File: src/rtl/clock_time_ctrl.sv
// Sequencing controller for the sec/min/hr counters of a digital clock.
// Turns tick, buttons and load/clear requests into registered one-cycle counter controls.
module clock_time_ctrl #(
  parameter int W       = 6,
  parameter int MAX_SEC = 59,
  parameter int MAX_MIN = 59,
  parameter int MAX_HR  = 23
) (
  input  logic         clk,
  input  logic         reset,
  input  logic         tick,
  input  logic         mode_btn,
  input  logic         inc_btn,
  input  logic         load_req,
  input  logic         clr_req,
  input  logic [W-1:0] sec,
  input  logic [W-1:0] min,
  input  logic [W-1:0] hr,
  output logic         en_sec,
  output logic         clr_sec,
  output logic         ld_sec,
  output logic         en_min,
  output logic         clr_min,
  output logic         ld_min,
  output logic         en_hr,
  output logic         clr_hr,
  output logic         ld_hr,
  output logic         sel_hr,
  output logic         sel_min
);

  localparam logic [W-1:0] SEC_T = W'(MAX_SEC);
  localparam logic [W-1:0] MIN_T = W'(MAX_MIN);
  localparam logic [W-1:0] HR_T  = W'(MAX_HR);

  typedef enum logic [1:0] {RUN, SET_HR, SET_MIN} state_t;

  typedef struct packed {
    logic en_s, clr_s, ld_s;
    logic en_m, clr_m, ld_m;
    logic en_h, clr_h, ld_h;
  } ctrl_t;

  state_t state, state_nxt;
  ctrl_t  pulse, pulse_nxt;

  // Input sample stage: events sampled at one edge act at the next.
  logic tick_s, load_s, clr_s, mode_s, inc_s, mode_q, inc_q;
  logic mode_ev, inc_ev, busy;

  assign mode_ev = mode_s & ~mode_q;
  assign inc_ev  = inc_s  & ~inc_q;
  // While a pulse is out, the counters still hold stale values.
  assign busy    = |pulse;

  always_ff @(posedge clk or negedge reset) begin
    if (!reset) begin
      tick_s <= 1'b0;
      load_s <= 1'b0;
      clr_s  <= 1'b0;
      mode_s <= 1'b0;
      inc_s  <= 1'b0;
      mode_q <= 1'b0;
      inc_q  <= 1'b0;
    end else begin
      tick_s <= tick;
      load_s <= load_req;
      clr_s  <= clr_req;
      mode_s <= mode_btn;
      inc_s  <= inc_btn;
      mode_q <= mode_s;
      inc_q  <= inc_s;
    end
  end

  always_ff @(posedge clk or negedge reset) begin
    if (!reset) begin
      state   <= RUN;
      pulse   <= '0;
      sel_hr  <= 1'b0;
      sel_min <= 1'b0;
    end else begin
      state   <= state_nxt;
      pulse   <= pulse_nxt;
      sel_hr  <= (state_nxt == SET_HR);
      sel_min <= (state_nxt == SET_MIN);
    end
  end

  always_comb begin
    state_nxt = state;
    pulse_nxt = '0;
    if (clr_s) begin
      pulse_nxt.clr_s = 1'b1;
      pulse_nxt.clr_m = 1'b1;
      pulse_nxt.clr_h = 1'b1;
      state_nxt       = RUN;
    end else if (load_s) begin
      pulse_nxt.ld_s = 1'b1;
      pulse_nxt.ld_m = 1'b1;
      pulse_nxt.ld_h = 1'b1;
      state_nxt      = RUN;
    end else if (!busy) begin
      if (mode_ev) begin
        case (state)
          RUN: begin
            state_nxt       = SET_HR;
            pulse_nxt.clr_s = 1'b1;
          end
          SET_HR:  state_nxt = SET_MIN;
          default: state_nxt = RUN;
        endcase
      end else if (inc_ev && state == SET_HR) begin
        if (hr >= HR_T) pulse_nxt.clr_h = 1'b1;
        else            pulse_nxt.en_h  = 1'b1;
      end else if (inc_ev && state == SET_MIN) begin
        if (min >= MIN_T) pulse_nxt.clr_m = 1'b1;
        else              pulse_nxt.en_m  = 1'b1;
      end else if (tick_s && state == RUN) begin
        if (sec >= SEC_T) begin
          pulse_nxt.clr_s = 1'b1;
          if (min >= MIN_T) begin
            pulse_nxt.clr_m = 1'b1;
            if (hr >= HR_T) pulse_nxt.clr_h = 1'b1;
            else            pulse_nxt.en_h  = 1'b1;
          end else begin
            pulse_nxt.en_m = 1'b1;
          end
        end else begin
          pulse_nxt.en_s = 1'b1;
        end
      end
    end
  end

  assign en_sec  = pulse.en_s;
  assign clr_sec = pulse.clr_s;
  assign ld_sec  = pulse.ld_s;
  assign en_min  = pulse.en_m;
  assign clr_min = pulse.clr_m;
  assign ld_min  = pulse.ld_m;
  assign en_hr   = pulse.en_h;
  assign clr_hr  = pulse.clr_h;
  assign ld_hr   = pulse.ld_h;

endmodule

File: config.mk
export PLATFORM = sky130hd
export DESIGN_NAME = clock_time_ctrl
export DESIGN_NICKNAME = d
export VERILOG_FILES = /design/src/rtl/clock_time_ctrl.sv
export SDC_FILE = /design/constraint.sdc
export NUM_CORES = 1
export LEC_CHECK = 0
export BUFFER_PORTS_ARGS = -buffer_cell sky130_fd_sc_hd__buf_2
export CAP_MARGIN = 30
export CORE_MARGIN = 1
export CORE_UTILIZATION = 25
export DETAILED_ROUTE_END_ITERATION = 8
export PLACE_DENSITY_LB_ADDON = 0.12
export SETUP_SLACK_MARGIN = 0.15
export SYNTH_ARGS = -nofsm -noshare
export SYNTH_HDL_FRONTEND = slang
export SYNTH_SLANG_ARGS = --single-unit
File: constraint.sdc
create_clock -name clk -period 2.2 [get_ports clk]
set_input_delay 0.44 -clock clk [delete_from_list [all_inputs] [get_ports clk]]
set_output_delay 0.44 -clock clk [all_outputs]
set_load 0.03 [all_outputs]
==> results of run 1 <==
## cell families (layout without fill, tap and decap cells)
family / Yosys count / after routing
buffers and inverters: 5 / 42
AO/OA/AOI/OAI: 12 / 12
XOR/XNOR: 1 / 1
AND/OR/NAND/NOR: 25 / 25
multiplexers: 1 / 1
flip-flops: 18 / 18
## final timing paths
path,to,slack (ns),cells past startpoint
setup / recovery,clr_hr,0.47,4
hold / removal,load_s,0.05,1
setup reg to reg,clr_hr,0.47,4
hold reg to reg,mode_q,0.38,0
max in group asynchronous,en_hr,1.87,1
min in group clk,clr_s,0.25,1
## Yosys cell counts, types with 2 or more instances
| master | n |
|---|---|
| dfrtp_1 | 18 |
| nor2_1 | 5 |
| a21oi_1 | 4 |
| nand3_1 | 4 |
| inv_1 | 3 |
| nor3_1 | 3 |
| a211oi_1 | 2 |
| buf_4 | 2 |
| nand2_1 | 2 |
| nor3b_1 | 2 |
| o41ai_1 | 2 |
## final cells by class
cell class                      count  area share
Inverter                            3      0.0115
Timing Repair Buffer               35       0.179
Clock buffer                        4      0.0371
Sequential cell                    18       0.461
Multi-Input combinational cell     39       0.271
Tap cell                           31      0.0397
## per-stage QoR
step | total power, mW | utilization | setup slack (ns) | area (sq um)
finish | 0.614 | 0.351 | 0.472 | 977
CTS | 0.625 | 0.351 | 0.428 | 977
floorplan | 0.389 | - | 0.437 | 742
detailed placement | 0.425 | 0.338 | 0.449 | 941
global placement | 0.424 | 0.338 | 0.440 | 941
global route | 0.653 | 0.351 | 0.334 | 977
## metal layers
| metal | up-vias | share of wire |
|---|---|---|
| met3 | 4 | 0.076 |
| met4 | 0 | 0.020 |
| met5 | - | 0 |
| li1 | 305 | - |
| met1 | 276 | 0.40 |
| met2 | 25 | 0.51 |
## power groups by stage
stage	Combinational [mW]	Clock [mW]	Sequential (mW)
floorplan	0.0249	0	0.364
global placement	0.0668	0	0.357
detailed placement	0.0671	0	0.358
CTS	0.0672	0.207	0.352
global route	0.0732	0.226	0.354
finish	0.0654	0.198	0.351
## worst max-delay path, cell delays in order (launching register included)
cell and delay (ns):
dfrtp_1 0.44, nor4_4 0.33, nand2_1 0.10, or3_2 0.47, o41ai_1 0.27
## layout by cell type (no fill, tap or decap), types with 2 or more instances in the layout
cell type   n
buf_2      35
dfrtp_1    18
nor2_1      5
a21oi_1     4
nand3_1     4
nor3_1      3
inv_1       3
clkbuf_4    3
nand2_1     2
nor3b_1     2
a211oi_1    2
o41ai_1     2
==> impl_metrics.ini, run 1 <==
[run_status]
run_status = complete, no violations

[pwr]
combPwrFrac = 0.106
pwr-share-clk = 0.322
peakVddDrop_mv = 0.385
power.internal_uw = 471
pwr_density_cell_nw_per_um2 = 628
p_seq_frac = 0.572
switchingPower_uw = 143
p_sw_frac = 0.232
leakage_nw = 0.465

[synth]
synth_compound_area_frac = 0.108
synth-async-reset-ratio = 1.00
netlist_instances = 62
synth.area.mux_share = 0.0135
ys_types = 26
synth_xor_area_frac = 0.0118
synth-edff-count = 0
ys_seq_area_frac = 0.607
synth_top_flop_cell = dfrtp_1
syn-cell-area_sq_um = 742
synth-seq-cells = 18
synth.largest_area_cell = dfrtp_1
synth_top_family_by_area = simple AND/OR/NAND/NOR gates
synth_area_leaders = dfrtp_1 61%, nor4_4 2.9%, a21oi_1 2.7%
syn_nets = 87
syn_area_per_cell_sq_um = 12.0
yosys.area_share.simple = 0.224
synth_top_area_frac = 0.607
synthAdderAreaFrac = 0
ys_warn_count = 0

[finish]
antenna_cells = 0
drive_gt1_frac = 0.444
multi_input_area_sq_um = 265
fin_nets = 125
layout.cells.non_filler = 130
areaGrowthSynthToFinish_pct = 31.7
regMostFlops = state
area.sequential_sq_um = 450
fillers = 294
largest_register_ffs = 2

[sta]
fin_hold_ws_ns = 0.0538
fmax_mhz = 579
period_share = 0.785
worstMarginPinSlew_ns = 0.389
tns_ns = 0
finalMaxSlewViolations = 0
rsz0062_at_grt = no
fin_skew_ns = 0.00205
finalHoldViolCount = 0
finalCriticalPeriod_ns = 1.73
maxSlewHeadroom = 0.741
finalSetupViolations = 0

[grt]
gr-usage-met1 = 0.129
busiest_layer = met2
grt.total_usage = 0.115
grt_overflow_total = 0
grt_pass1_wl_mm = 2.78
grt_max_degree = 19
antenna_found_initial = 0
grt_pass1_vias = 610
grt_util_met2 = 0.195
use_met3 = 0.0346

[floorplan]
dieArea_sq_um = 3190
core_area_sq_um = 2780
die_h_um = 56.5
io-pin-count = 36
row_count = 19
die_w_um = 56.5
start_util = 0.267

[routing]
wl_per_cell_um = 11.9
ant_nets = 0
wl_mm = 1.54
drcViolationCount = 0
first_iter_violations = 5
via_per_inst = 4.69
drt_pass1_iterations = 4
vias = 610

[worst_setup_path]
cp_max_fo = 4
setup.worst_path.start_class = flip-flop
crit_path_start = ld_hr
timing.rr.start = ld_hr
cp_data_required_time_ns = 2.38
crit_arrival_ns = 1.91
endpoint_kind = flip-flop
worstSetupPathType = reg2reg

[place]
io_buffers = 35
dp_hpwl_mm = 1.26
place_congestion = 0.737
dp.cells = 126

[flow_run]
maxCapViolCount = 0

[clock_network]
cts_tree = yes
cts_sinks = 18
clk_pin_slew_ns = 0.10
clockRootBuffer = clkbuf_4
cts_buffers = 3
clock_latency_ns = 0.29
cts_setup_buffers = 0
ctsHtreeMaxLevel = 1
clockBufferDepth = 2
hold_buffers = 0
cts_resized = 0

[min_path]
hp-class = in2async
Note: power is estimated with default switching activity, not from simulation.
==> run 2: changes to the inputs <==
--- a/config.mk
+++ b/config.mk
@@ -5,6 +5,7 @@
 export SDC_FILE = /design/constraint.sdc
 export NUM_CORES = 1
 export LEC_CHECK = 0
+export ABC_AREA = 1
 export BUFFER_PORTS_ARGS = -buffer_cell sky130_fd_sc_hd__buf_2
 export CAP_MARGIN = 30
 export CORE_MARGIN = 1
==> constraint.sdc (replaced) <==
create_clock -name clk -period 1.56 [get_ports clk]
set_input_delay 0.312 -clock clk [delete_from_list [all_inputs] [get_ports clk]]
set_output_delay 0.312 -clock clk [all_outputs]
set_load 0.03 [all_outputs]
==> run 2 against run 1 <==
Compared with the run above:
- total power rose by 35%
- clock power grew 11%
- global-route usage fell by 1.6 points
- fmax rose by 44%
- final cell count rose by 41%
- hold slack improved by 0.069 ns
- final area rose by 14%
==> impl_metrics.ini, run 2 <==
[routing]
wl_per_cell_um = 8.46
drt_pass1_iterations = 4
wl_mm = 1.55
via_per_inst = 3.89
first_iter_violations = 20
ant_nets = 0
vias = 712
drcViolationCount = 0

[synth]
netlist_instances = 100
synth_area_leaders = dfrtp_1 52%, nand2_1 9.1%, nor2_1 5.2%
ys_types = 18
synth_top_area_frac = 0.519
syn-cell-area_sq_um = 868
synthAdderAreaFrac = 0
synth.area.mux_share = 0
synth.largest_area_cell = dfrtp_1
synth_most_common_cell = nand2_1
syn_nets = 125
synth-seq-cells = 18
synth_top_family_by_area = simple AND/OR/NAND/NOR gates
synth_top_flop_cell = dfrtp_1
ys_seq_area_frac = 0.519
synth_common_cells = 21 x nand2_1, 18 x dfrtp_1, 12 x nor2_1, 9 x inv_1, 7 x nand2_2
yosys.area_share.simple = 0.375
syn_area_per_cell_sq_um = 8.68
synth_xor_area_frac = 0
ys_warn_count = 0
synth-edff-count = 0
synth-async-reset-ratio = 1.00
synth_compound_area_frac = 0.0202

[worst_setup_path]
r2r_cells = 7
crit_path_top_delay_cell = dfrtp_1
r2r_end = en_hr
reg2reg_slack_ns = 0.36
setup.worst_path.start_class = flip-flop
cp_max_fo = 3
timing.rr.start = state[0]
cp-endpoint = en_hr
crit_arrival_ns = 1.41
endpoint_kind = flip-flop
cp_slowest_stage_delay_ns = 0.41
cp_data_required_time_ns = 1.77
worstSetupPathType = reg2reg
cp_cell_sequence = inv_2 > nand2_2 > nor2_2 > nand3_2 > o21bai_1 > inv_1 > nor2_1
crit_path_start = state[0]

[sta]
finalMaxSlewViolations = 0
rsz0062_at_grt = no
period_share = 0.769
maxSlewHeadroom = 0.741
finalCriticalPeriod_ns = 1.20
tns_ns = 0
fin_skew_ns = 0.00663
finalSetupViolations = 0
worstMarginPinSlew_ns = 0.389
finalHoldViolCount = 0
fmax_mhz = 833

[floorplan]
row_count = 21
dieArea_sq_um = 3710
die_h_um = 60.9
start_util = 0.260
die_w_um = 60.9
core_area_sq_um = 3340
io-pin-count = 36

[clock_network]
clock_latency_ns = 0.28
cts_setup_buffers = 0
ctsHtreeMaxLevel = 1
clockRootBuffer = clkbuf_4
cts_buffers = 3
clockBufferDepth = 2
clk_pin_slew_ns = 0.10
cts_sinks = 18
cts_tree = yes

[finish]
drive_gt1_frac = 0.453
fin_nets = 164
fillers = 365
area.sequential_sq_um = 450
final_area_sq_um = 1120
largest_register_ffs = 2
multi_input_area_sq_um = 343
regMostFlops = state
areaGrowthSynthToFinish_pct = 28.8
layout_commonest_cell = buf_2
antenna_cells = 0
final_cell_mix = 35 x buf_2, 21 x nand2_1, 18 x dfrtp_1, 12 x nor2_1, 9 x inv_1

[pwr]
pwr_density_cell_nw_per_um2 = 742
peakVddDrop_mv = 0.365
leakage_nw = 0.593
power_uw = 829

[run_status]
run_status = complete, no violations

[grt]
grt.total_usage = 0.0992
antenna_found_initial = 0
grt_pass1_vias = 680
grt_max_degree = 19
grt_overflow_total = 0
grt_pass1_wl_mm = 2.68

[place]
io_buffers = 35
place_congestion = 0.746
dpl_cell_area_sq_um = 1090
dp_hpwl_mm = 1.35

[min_path]
hp-class = in2reg
hp-start = mode_btn

[flow_run]
maxCapViolCount = 0
run 2: cell types whose count changed after synthesis, moves of 6 or more:
cell     change
nor2_1       +7
nand2_2      +7
inv_2        +6
nand2_1     +19
inv_1        +6
nor2_2       +6
run 2: stage by stage:
step                 util  worst slack [ns]  cells  hold WS (ns)
global route        0.335             0.193    183        0.0965
finish              0.335             0.360    183         0.123
floorplan               -             0.296    100        0.0164
CTS                 0.335             0.349    183         0.113
global placement    0.325             0.390    179         0.259
detailed placement  0.325             0.385    179         0.270
run 2: cell families (layout without fill, tap and decap cells):
family / after synthesis / after routing
buffers and inverters: 18 / 55
AND/OR/NAND/NOR: 61 / 61
AO/OA/AOI/OAI: 3 / 3
flip-flops: 18 / 18
run 2: timing repair:
action / in CTS / in global routing
hold buffers: 1 / 0
gates resized for setup: 0 / 0
endpoints found under the hold margin: 18 / 0
run 2: worst min path at each step:
stage	end	slack [ns]	cells past startpoint
after floorplan	clr_hr	0.02	0
after detailed placement	clr_sec	0.27	1
after global placement	clr_sec	0.26	1
after CTS	mode_s	0.11	1
after global routing	mode_s	0.1	1
final	mode_s	0.12	1
run 2: worst max-delay path, delay by kind of cell (launching register included):
family	cells	cell delay (ns)
and+or+nand+nor	4	0.39
DFF	1	0.41
buffers and inverters	2	0.15
AOI/OAI and AO/OA	1	0.18
run 2: per-layer routing:
layer | share of wire | GRT usage
met3 | 0.037 | 0.0448
met1 | 0.40 | 0.0929
met5 | 0 | 0
met2 | 0.56 | 0.196
met4 | 0 | 0.0195
run 2: area by class of cell:
cell class	count	area share
Inverter	16	0.0537
Clock buffer	3	0.0201
Tap cell	46	0.0515
Multi-Input combinational cell	64	0.306
Sequential cell	18	0.403
Timing Repair Buffer	36	0.166
run 2: where the power goes:
group          leakage (nW)  switching [mW]  internal, mW
registers             0.227         0.00920         0.482
logic                 0.353          0.0719        0.0474
clock network        0.0138           0.130        0.0896
total                 0.593           0.211         0.619
==> run 3: changes to the inputs <==
==> constraint.sdc (replaced) <==
create_clock -name clk -period 1 [get_ports clk]
set_input_delay 0.2 -clock clk [delete_from_list [all_inputs] [get_ports clk]]
set_output_delay 0.2 -clock clk [all_outputs]
set_load 0.03 [all_outputs]
==> run 3 against run 2 <==
Compared with the run above:
- the run now ends with negative setup slack left
- sequential cell count did not move
- fmax down 0.45%
- die area unchanged
- sequential power up 57%
- setup slack worse by 0.57 ns
- first-iteration DRC count down 75%
- clock-buffer cell count grew 1
- critical path depth is 1 higher
- non-clock buffer count rose by 18
- clock power up 65%
- critical endpoint is now sel_min
==> impl_metrics.ini, run 3 (same netlist as run 2, synthesis figures left out) <==
[clock_network]
cts_tree = yes
clockRootBuffer = clkbuf_4
clock_latency_ns = 0.28
clk_pin_slew_ns = 0.09
clockBufferDepth = 2
ctsHtreeMaxLevel = 1
cts_sinks = 18
cts_buffers = 3

[routing]
wl_per_cell_um = 8.58
vias = 805
ant_nets = 0
via_per_inst = 3.99
wl_mm = 1.73
drt_pass1_iterations = 4
drcViolationCount = 0
first_iter_violations = 5

[sta]
worstMarginPinSlew_ns = 0.383
fin_skew_ns = 0.000709
finalSetupViolations = 21
worst_slack_ns = -0.206
finalHoldViolCount = 0
period_share = 1.21
finalCriticalPeriod_ns = 1.21
maxSlewHeadroom = 0.745
fmax_mhz = 829
finalMaxSlewViolations = 0
rsz0062_at_grt = yes

[floorplan]
io-pin-count = 36
start_util = 0.260
core_area_sq_um = 3340
die_h_um = 60.9
dieArea_sq_um = 3710
die_w_um = 60.9
row_count = 21

[pwr]
power_mw = 1.38
pwr_density_cell_nw_per_um2 = 1010
leakage_nw = 0.692
peakVddDrop_mv = 0.680

[finish]
largest_register_ffs = 2
final_cell_mix = 24 x buf_2, 21 x nand2_1, 12 x dfrtp_1, 12 x buf_6, 12 x buf_4
final_area_sq_um = 1380
fillers = 368
layout_commonest_cell = buf_2
antenna_cells = 0
areaGrowthSynthToFinish_pct = 58.4
regMostFlops = state
fin_nets = 182
drive_gt1_frac = 0.551

[worst_setup_path]
crit_arrival_ns = 1.39
reg2reg_slack_ns = -0.21
r2r_cells = 8
worstSetupPathType = reg2reg
cp_data_required_time_ns = 1.19
endpoint_kind = flip-flop
r2r_end = sel_min
cp-endpoint = sel_min
cp_max_fo = 7
crit_path_start = en_min
timing.rr.start = en_min
setup.worst_path.start_class = flip-flop

[grt]
grt_overflow_total = 0
grt.total_usage = 0.107
antenna_found_initial = 0
grt_pass1_wl_mm = 2.87
grt_pass1_vias = 734
grt_max_degree = 19

[place]
place_congestion = 0.733
io_buffers = 35
dpl_cell_area_sq_um = 1170
dp_hpwl_mm = 1.39
preCtsSetupSlack_ns = -0.181

[run_status]
violations = negative setup slack
run_status = complete, but fails checks

[flow_run]
maxCapViolCount = 0

[min_path]
holdPathStages = 4
hp-class = in2reg
-- run 3: changes by cell type in the layout (fill, tap and decap cells not counted), moves of 3 or more --
cell           before  now
dfrtp_1            18   12
nor2_1             12    8
dfrtp_2             0    6
dlygate4sd3_1       1    6
buf_2              35   24
nor2_2              6    9
buf_4               0   12
buf_6               0   12
-- run 3: where the power goes --
group	switching [mW]	internal, mW
clock	0.207	0.155
combinational	0.125	0.126
sequential	0.0167	0.753
-- run 3: layout make-up --
cell class                 instances  area [sq um]  share of cell area
clock buffer                       4          26.3              0.0191
inverter                          16          60.1              0.0437
multi-input combinational         64           368               0.268
sequential                        18           458               0.333
tap                               46          57.6              0.0419
timing repair buffer              54           405               0.295
-- run 3: timing repair --
item,4_1_cts,5_1_grt
pin swaps,1,4
gates resized for setup,22,9
hold endpoints to repair,21,2
setup endpoints to repair,21,21
hold buffers,4,2
buffers inserted,1,2
-- run 3: routing by layer --
metal | vias to the layer above | share of wire | track usage
met5 | - | 0 | 0
met1 | 368 | 0.39 | 0.102
met3 | 4 | 0.033 | 0.0448
li1 | 415 | - | -
met4 | 0 | 0.020 | 0.0325
met2 | 18 | 0.56 | 0.206
-- run 3: worst max-delay path, cell delays in order, from the launching register on --
cell and delay [ns]:
dfrtp_2 0.42, nor2_2 0.11, nand2_2 0.09, nor2_8 0.17, nand2_2 0.07, nand2_2 0.08
inv_2 0.04, nor2_4 0.08, nor2_2 0.03
-- run 3: worst min path at each step --
stage / to / from
floorplan: clr_hr / reset
global placement: clr_s / reset
detailed placement: en_hr / reset
CTS: load_s / load_req
global route: en_hr / hr[5]
finish: en_hr / hr[5]
-- run 3: stage by stage --
stage                     hold WS, ns  setup TNS, ns  instances   util
final                           0.205          -2.45        202  0.412
after global routing            0.205          -3.79        202  0.412
after CTS                     0.00121          -2.39        198  0.393
after detailed placement        0.149          -1.25        189  0.350
after global placement          0.145          -1.18        189  0.350
after floorplan               -0.0956          -1.40        100      -
